## config.mk

```make
export PLATFORM = sky130hd
export DESIGN_NAME = multicycle_ctrl
export DESIGN_NICKNAME = d
export VERILOG_FILES = /design/src/rtl/multicycle_ctrl_pkg.sv /design/src/rtl/multicycle_ctrl_opcode_class.sv /design/src/rtl/multicycle_ctrl.sv
export SDC_FILE = /design/constraint.sdc
export NUM_CORES = 1
export LEC_CHECK = 0
export CAP_MARGIN = 20
export CELL_PAD_IN_SITES_DETAIL_PLACEMENT = 1
export CELL_PAD_IN_SITES_GLOBAL_PLACEMENT = 2
export CORE_AREA = 8 8 74 76
export CTS_CLUSTER_SIZE = 28
export DETAILED_ROUTE_END_ITERATION = 10
export DIE_AREA = 0 0 82 84
export PLACE_DENSITY = 0.91
export SETUP_SLACK_MARGIN = 0.2
export SYNTH_ARGS = -nofsm -noshare
export SYNTH_HDL_FRONTEND = slang
export SYNTH_SLANG_ARGS = --single-unit
```

## constraint.sdc

```tcl
create_clock -name clk -period 5.8 [get_ports clk]
set_input_delay 1.16 -clock clk [delete_from_list [all_inputs] [get_ports clk]]
set_output_delay 1.16 -clock clk [all_outputs]
set_load 0.005 [all_outputs]
```

## src/rtl/multicycle_ctrl_pkg.sv

```systemverilog
// Shared encodings for the multicycle control FSM: states, opcodes, ALU op codes
// and the opcode classes produced by opcode_class.
package multicycle_ctrl_pkg;

  localparam int unsigned OP_W    = 7;
  localparam int unsigned ST_W    = 3;
  localparam int unsigned ALUOP_W = 2;
  localparam int unsigned RET_W   = 8;

  typedef enum logic [ST_W-1:0] {
    ST_FETCH  = 3'd0,
    ST_DECODE = 3'd1,
    ST_EXEC   = 3'd2,
    ST_MEM    = 3'd3,
    ST_WB     = 3'd4,
    ST_HALT   = 3'd5
  } state_t;

  localparam logic [OP_W-1:0] OPC_R      = 7'b0110011;
  localparam logic [OP_W-1:0] OPC_I      = 7'b0010011;
  localparam logic [OP_W-1:0] OPC_LOAD   = 7'b0000011;
  localparam logic [OP_W-1:0] OPC_STORE  = 7'b0100011;
  localparam logic [OP_W-1:0] OPC_BRANCH = 7'b1100011;

  localparam logic [ALUOP_W-1:0] ALUOP_MEM    = 2'b00;
  localparam logic [ALUOP_W-1:0] ALUOP_BRANCH = 2'b01;
  localparam logic [ALUOP_W-1:0] ALUOP_R      = 2'b10;
  localparam logic [ALUOP_W-1:0] ALUOP_I      = 2'b11;

  typedef enum logic [2:0] {
    CLS_R      = 3'd0,
    CLS_I      = 3'd1,
    CLS_LOAD   = 3'd2,
    CLS_STORE  = 3'd3,
    CLS_BRANCH = 3'd4
  } op_class_t;

endpackage

```

## src/rtl/multicycle_ctrl_opcode_class.sv

```systemverilog
// Combinational opcode classifier: maps a 7-bit opcode to its instruction class
// and flags anything outside the supported set as illegal.
module opcode_class
  import multicycle_ctrl_pkg::*;
(
  input  logic [OP_W-1:0] i_opcode,
  output op_class_t       o_class,
  output logic            o_legal
);

  always_comb begin
    o_class = CLS_R;
    o_legal = 1'b1;
    case (i_opcode)
      OPC_R:      o_class = CLS_R;
      OPC_I:      o_class = CLS_I;
      OPC_LOAD:   o_class = CLS_LOAD;
      OPC_STORE:  o_class = CLS_STORE;
      OPC_BRANCH: o_class = CLS_BRANCH;
      default:    o_legal = 1'b0;
    endcase
  end

endmodule

```

## src/rtl/multicycle_ctrl.sv

```systemverilog
// Multicycle processor control FSM: sequences fetch/decode/exec/mem/writeback,
// drives datapath strobes, tracks illegal opcodes and counts retired instructions.
module multicycle_ctrl
  import multicycle_ctrl_pkg::*;
(
  input  logic               clk,
  input  logic               reset,
  input  logic               run,
  input  logic [OP_W-1:0]    opcode,
  input  logic               zero,
  input  logic               mem_ready,
  output logic               ir_we,
  output logic               pc_we,
  output logic               pc_src,
  output logic               regwrite,
  output logic               memread,
  output logic               memwrite,
  output logic               aluSrc,
  output logic               memtoreg,
  output logic [ALUOP_W-1:0] Aluop,
  output logic [ST_W-1:0]    state,
  output logic               illegal,
  output logic [RET_W-1:0]   retired
);

  state_t           r_state;
  state_t           w_next;
  logic [OP_W-1:0]  r_op_q;
  logic [OP_W-1:0]  w_cls_opcode;
  op_class_t        w_class;
  logic             w_legal;
  logic             r_illegal;
  logic [RET_W-1:0] r_retired;

  // DECODE classifies the live opcode; every later state works from the latched copy.
  assign w_cls_opcode = (r_state == ST_DECODE) ? opcode : r_op_q;

  opcode_class u_opcode_class (
    .i_opcode (w_cls_opcode),
    .o_class  (w_class),
    .o_legal  (w_legal)
  );

  always_ff @(posedge clk) begin
    if (reset) r_state <= ST_FETCH;
    else       r_state <= w_next;
  end

  always_ff @(posedge clk) begin
    if (reset) begin
      r_op_q    <= '0;
      r_illegal <= 1'b0;
      r_retired <= '0;
    end else begin
      if (r_state == ST_DECODE) begin
        r_op_q <= opcode;
        if (!w_legal) r_illegal <= 1'b1;
      end
      if (pc_we) r_retired <= r_retired + RET_W'(1);
    end
  end

  always_comb begin
    w_next   = r_state;
    ir_we    = 1'b0;
    pc_we    = 1'b0;
    pc_src   = 1'b0;
    regwrite = 1'b0;
    memread  = 1'b0;
    memwrite = 1'b0;
    aluSrc   = 1'b0;
    memtoreg = 1'b0;
    Aluop    = '0;
    case (r_state)
      ST_FETCH: begin
        if (run) begin
          ir_we  = 1'b1;
          w_next = ST_DECODE;
        end
      end
      ST_DECODE: w_next = w_legal ? ST_EXEC : ST_HALT;
      ST_EXEC: begin
        case (w_class)
          CLS_R: begin
            Aluop  = ALUOP_R;
            w_next = ST_WB;
          end
          CLS_I: begin
            Aluop  = ALUOP_I;
            aluSrc = 1'b1;
            w_next = ST_WB;
          end
          CLS_LOAD, CLS_STORE: begin
            Aluop  = ALUOP_MEM;
            aluSrc = 1'b1;
            w_next = ST_MEM;
          end
          CLS_BRANCH: begin
            Aluop  = ALUOP_BRANCH;
            pc_we  = 1'b1;
            pc_src = zero;
            w_next = ST_FETCH;
          end
          default: w_next = ST_FETCH;
        endcase
      end
      // Strobe is held every cycle until the memory reports completion.
      ST_MEM: begin
        if (w_class == CLS_LOAD) begin
          memread = 1'b1;
          if (mem_ready) w_next = ST_WB;
        end else if (w_class == CLS_STORE) begin
          memwrite = 1'b1;
          if (mem_ready) begin
            pc_we  = 1'b1;
            w_next = ST_FETCH;
          end
        end else begin
          w_next = ST_FETCH;
        end
      end
      ST_WB: begin
        regwrite = 1'b1;
        pc_we    = 1'b1;
        memtoreg = (w_class == CLS_LOAD);
        w_next   = ST_FETCH;
      end
      ST_HALT: w_next = ST_HALT;
      default: w_next = ST_FETCH;
    endcase
  end

  assign state   = r_state;
  assign illegal = r_illegal;
  assign retired = r_retired;

endmodule

```

Word-level counts from Yosys, hierarchy flattened

Cells that the tools add are included.

Bits in latches: 0
Memories: 0
Input port bits: 12
Memory bits (read-only): 0
Word-level logic and storage cells: 62
Bits in registers: 19
Bits in writable memories: 0
Output and inout bits: 22

Bitwise gates (word level): 1
Order comparisons: 0
Div/mod/pow operators: 0
Shifts and indexed selects: 0
Eq/ne operators: 17
Reductions and logical operators: 8
Add/subtract/negate cells: 1
$mul: 0
Mux-type cells: 31

Operators with widths:

| operator              | number |
|---|---|
| $mux W1               | 18 |
| $mux W3               | 6 |
| $pmux W3 S5           | 1 |
| $eq A7 B6 Y1 const B  | 2 |
| $eq A3 B2 Y1 const B  | 4 |
| $pmux W3 S4           | 1 |
| $eq A3 B3 Y1 const B  | 3 |
| $add A8 B1 Y8 const B | 1 |
| $eq A7 B2 Y1 const B  | 1 |
| $eq A7 B5 Y1 const B  | 1 |
| $eq A7 B7 Y1 const B  | 1 |
| $mux W7               | 1 |
| $eq A3 B1 Y1 const B  | 2 |
| $logic_not A3 Y1      | 2 |
| $ne A3 B3 Y1 const B  | 2 |
| $pmux W2 S3           | 1 |
| $pmux W3 S2           | 1 |
| $reduce_or A5 Y1      | 1 |
| $reduce_or A2 Y1      | 2 |
| $pmux W1 S3           | 1 |
| $reduce_and A3 Y1     | 1 |
| $reduce_or A3 Y1      | 1 |
| $mux W2               | 1 |
| $ne A2 B2 Y1 const B  | 1 |
| 2 further kinds       | 2 |

Logic depth before layout (Yosys ltp)

Word-level depth: 8
Gate-level depth with buffers: 7
Mapped depth without buffers: 5

Modules after synthesis

A second synthesis with hierarchy kept.

Cells, all modules: 129
Area total of the unflattened synthesis: 1157.4 um2

Modules (own cells, without submodules):

| module          | area an instance (um2) | cells each | instances | sequential area each (um2) |
|---|---|---|---|---|
| multicycle_ctrl | 1081.0                 | 121        | 1         | 380.4 |
| opcode_class    | 76.3                   | 8          | 1         | 0.0 |

Worst setup path after synthesis

OpenSTA, ideal clock, no wires.

Path kind: input to output
Start point: in opcode[3]
End point: out pc_we
Arrival: 2433 ps
Required time: 4640 ps
Cell stages on the path: 5
Path buffers: 0
Path slack: 2207 ps
Cell sequence: or4bb_1 -> or3_4 -> a21oi_1 -> nor2_1 -> inv_1

Word-level cells in the longest chain between the ends: 7
Elaborated cells between the ends (all ways): 13
Those cells by class: eq/ne: 7; mux: 6

RTL lines:

| element                              | RTL line                           | text |
|---|---|---|
| from (decl)                          | multicycle_ctrl.sv:9               | `input logic [OP_W-1:0] opcode,` |
| $mux W7 *                            | --                                 |  |
| $eq A7 B7 Y1 (tied with other cells) | multicycle_ctrl_opcode_class.sv:14 | `case (i_opcode)` |
| $pmux W3 S4 *                        | multicycle_ctrl_opcode_class.sv:14 |  |
| $eq A3 B2 Y1                         | multicycle_ctrl.sv:112             | `end else if (w_class == CLS_STORE) begin` |
| $mux W1                              | multicycle_ctrl.sv:112             |  |
| $mux W1                              | multicycle_ctrl.sv:109             | `if (w_class == CLS_LOAD) begin` |
| $pmux W1 S3 *                        | multicycle_ctrl.sv:74              | `case (r_state)` |
| to (decl)                            | multicycle_ctrl.sv:13              | `output logic pc_we,` |

Mark *: on every way between the ends. The rest lies on a longest branch, timed or not.

Worst setup path after layout

Start point: in opcode[0]
End point: out memwrite

Word-level cells in the longest chain between the ends: 7
Elaborated cells between the ends (all ways): 11
Those cells by class: eq/ne: 6; mux: 5

RTL lines:

| element                              | RTL line                           | text |
|---|---|---|
| $mux W7 *                            | --                                 |  |
| $eq A7 B7 Y1 (tied with other cells) | multicycle_ctrl_opcode_class.sv:14 |  |
| $pmux W3 S4 *                        | multicycle_ctrl_opcode_class.sv:14 |  |
| $eq A3 B2 Y1                         | multicycle_ctrl.sv:112             |  |
| $mux W1                              | multicycle_ctrl.sv:112             |  |
| $mux W1 *                            | multicycle_ctrl.sv:109             |  |
| $mux W1 *                            | multicycle_ctrl.sv:74              |  |
| to (decl)                            | multicycle_ctrl.sv:17              | `output logic memwrite,` |

Marked as above.

==> impl_metrics.json <==
{
  "synth.top_cell.area_share": 0.332,
  "cts_tree": "done",
  "period_share": 0.816,
  "ant_nets": 0,
  "status": "finished, final reports clean",
  "critPathMaxFanout": 5,
  "rows": 24,
  "finClkSkew_ns": 0.00208,
  "dp.cells": 227,
  "detail_route.wirelength_mm": 3.70,
  "die_x_um": 82,
  "synthMuxAreaShare": 0.0382,
  "layout.cells.non_filler": 231,
  "peakVddDrop_v": 0.0000824,
  "report.final.setup_viol": 0,
  "ys_seq_area_frac": 0.332,
  "postPlaceCellArea_um2": 1510,
  "synth_top_family_by_area": "simple AND/OR/NAND/NOR gates",
  "grt_pass1_wl_mm": 6.28,
  "via_count": 1210,
  "p_leak_uw": 0.000555,
  "cts_setup_buffers": 0,
  "async_flop_share": 0,
  "dpl.hpwl_mm": 2.88,
  "crit_family": "simple AND/OR/NAND/NOR gates",
  "ys_warn_count": 0,
  "crit_path_end_kind": "output port",
  "antenna_found_initial": 0,
  "required_ns": 4.64,
  "synthAdderAreaFrac": 0.0109,
  "layout_common_cells": "33 x clkdlybuf4s50_1, 19 x dfxtp_1, 18 x nand2_1",
  "synth_top_cell_by_area": "dfxtp_1",
  "fin_util": 0.366,
  "synth_flop_cell": "dfxtp_1",
  "start_util": 0.269,
  "tightest_slew_ns": 0.904,
  "drc_errors": 0,
  "p_per_area_nw_per_um2": 188,
  "period_needed_ns": 4.73,
  "cts-root-buf": "clkbuf_8",
  "postSynthCellCount": 148,
  "routed_via_density": 5.24,
  "path_common_cell": "clkdlybuf4s50_1",
  "max_freq_mhz": 211,
  "holdBufCountCts": 0,
  "synth_area_leaders": "dfxtp_1 33%, a21oi_1 7.0%, nand2_1 5.9%",
  "cts.path.max_buffers": 2,
  "antenna_cells": 0,
  "preCtsSetupSlack_ns": 1.07,
  "final_cell_area_um2": 1560,
  "rsz0062_at_grt": "no",
  "clk_latency_ns": 0.26,
  "crit_path_start_kind": "primary input",
  "finalHoldViolCount": 0,
  "syn-mean-instance-area_um2": 7.75,
  "slowest_delay_ns": 0.53,
  "path_cells": "clkdlybuf4s50_1 -> or4bb_1 -> or3_1 -> o21ai_1 -> nand3_1 -> nor3_1 -> clkdlybuf4s50_1",
  "path_clk_slew_ns": 0.08,
  "die_height_um": 84,
  "routedWlPerCell_um": 16.0,
  "slew_headroom": 0.395,
  "overflow": 0,
  "setup_tns_ns": 0,
  "critPathKind": "primary input to output port",
  "areaGrowthSynthToFinish_pct": 35.9,
  "synth_area_um2": 1150,
  "cts_resized": 0,
  "synth_edf_count": 0,
  "hold_class": "flop to flop",
  "cts_made_buffers": 3,
  "ioPinCount": 34,
  "synth_cell_types": 44,
  "die-area_um2": 6890,
  "grtUsageTotal": 0.113,
  "first_iter_violations": 16,
  "report.final.slew_viol_count": 0,
  "cap_violations": 0,
  "final_nets": 193,
  "synthXorXnorAreaFrac": 0,
  "slowest_stage": "clkdlybuf4s50_1",
  "core_um2": 4260,
  "synth-compound-area-share": 0.176,
  "grt_max_degree": 25,
  "portBuffers": 33,
  "synth_fp_nets": 161,
  "synth-simple-area-share": 0.405,
  "drive_above_1_share": 0.0615,
  "place.gp.congestion": 0.802,
  "setup_slack_ns": 1.07,
  "critPathBufInv": 2,
  "cts_max_level": 1,
  "critical_path_arrival_ns": 3.57,
  "numClockSinks": 19,
  "layout_commonest_cell": "clkdlybuf4s50_1",
  "yosys_register_bits": 19,
  "detail_route.first_pass.iterations": 4,
  "grt_pass1_vias": 1304
}
==> final timing paths <==
path         slack (ns)  cells after the start       from         end
max                1.07                      7  opcode[0]    memwrite
min                0.48                      2    illegal     illegal
max reg2reg        3.15                      5   state[0]  retired[5]
min reg2reg        0.48                      2    illegal     illegal
==> metal layers <==
metal  part of all wire  vias up  global-route usage
li1                   -      597                   -
met1               0.43      586               0.130
met2               0.51       22               0.196
met3              0.049        5              0.0162
met4              0.018        0              0.0527
met5                  0        -                   0
==> synth_stat cells (3+ instances only) <==
library cell / count
nand2_1: 18
or3_1: 3
nand3_1: 11
a21oi_1: 16
clkbuf_1: 5
dfxtp_1: 19
nor3b_1: 5
inv_1: 4
nand4_1: 3
nand2b_1: 4
nor2_1: 11
nor2b_1: 7
nor3_1: 4
==> state kept, by name (all words and copies together) (netlist names) <==
name	cells
illegal	1
r_op_q	7
retired	8
state	3
==> layout make-up <==
class,count,area [um^2]
timing repair buffer,33,330
clock buffer,3,41.3
inverter,4,15.0
clock inverter,1,5.00
fill,549,2710
multi-input combinational,119,722
sequential,19,380
tap,52,65.1
==> where the power goes <==
group | switching [uW] | total, uW | leakage [uW] | internal [uW]
logic | 23.5 | 49.8 | 0.000375 | 26.4
registers | 9.26 | 146 | 0.000155 | 137
clock network | 49.2 | 97.0 | 0.0000255 | 47.9
==> worst min-delay path, cell delays in order (launching register included) <==
cell,delay [ns]
dfxtp_1,0.34
a21oi_1,0.04
nor2_1,0.07
==> through the flow <==
stage	hold slack [ns]	total power, uW
floorplan	0.431	173
global placement	0.439	197
detailed placement	0.463	200
CTS	0.482	295
global route	0.501	307
finish	0.479	293
==> cell families after synthesis <==
group                    Yosys count
AO/OA/AOI/OAI                     32
adder cells (fa/ha/maj)            1
buffers and inverters             10
flip-flops                        19
multiplexers                       4
AND/OR/NAND/NOR                   82
Note: power is estimated with default switching activity, not from simulation.
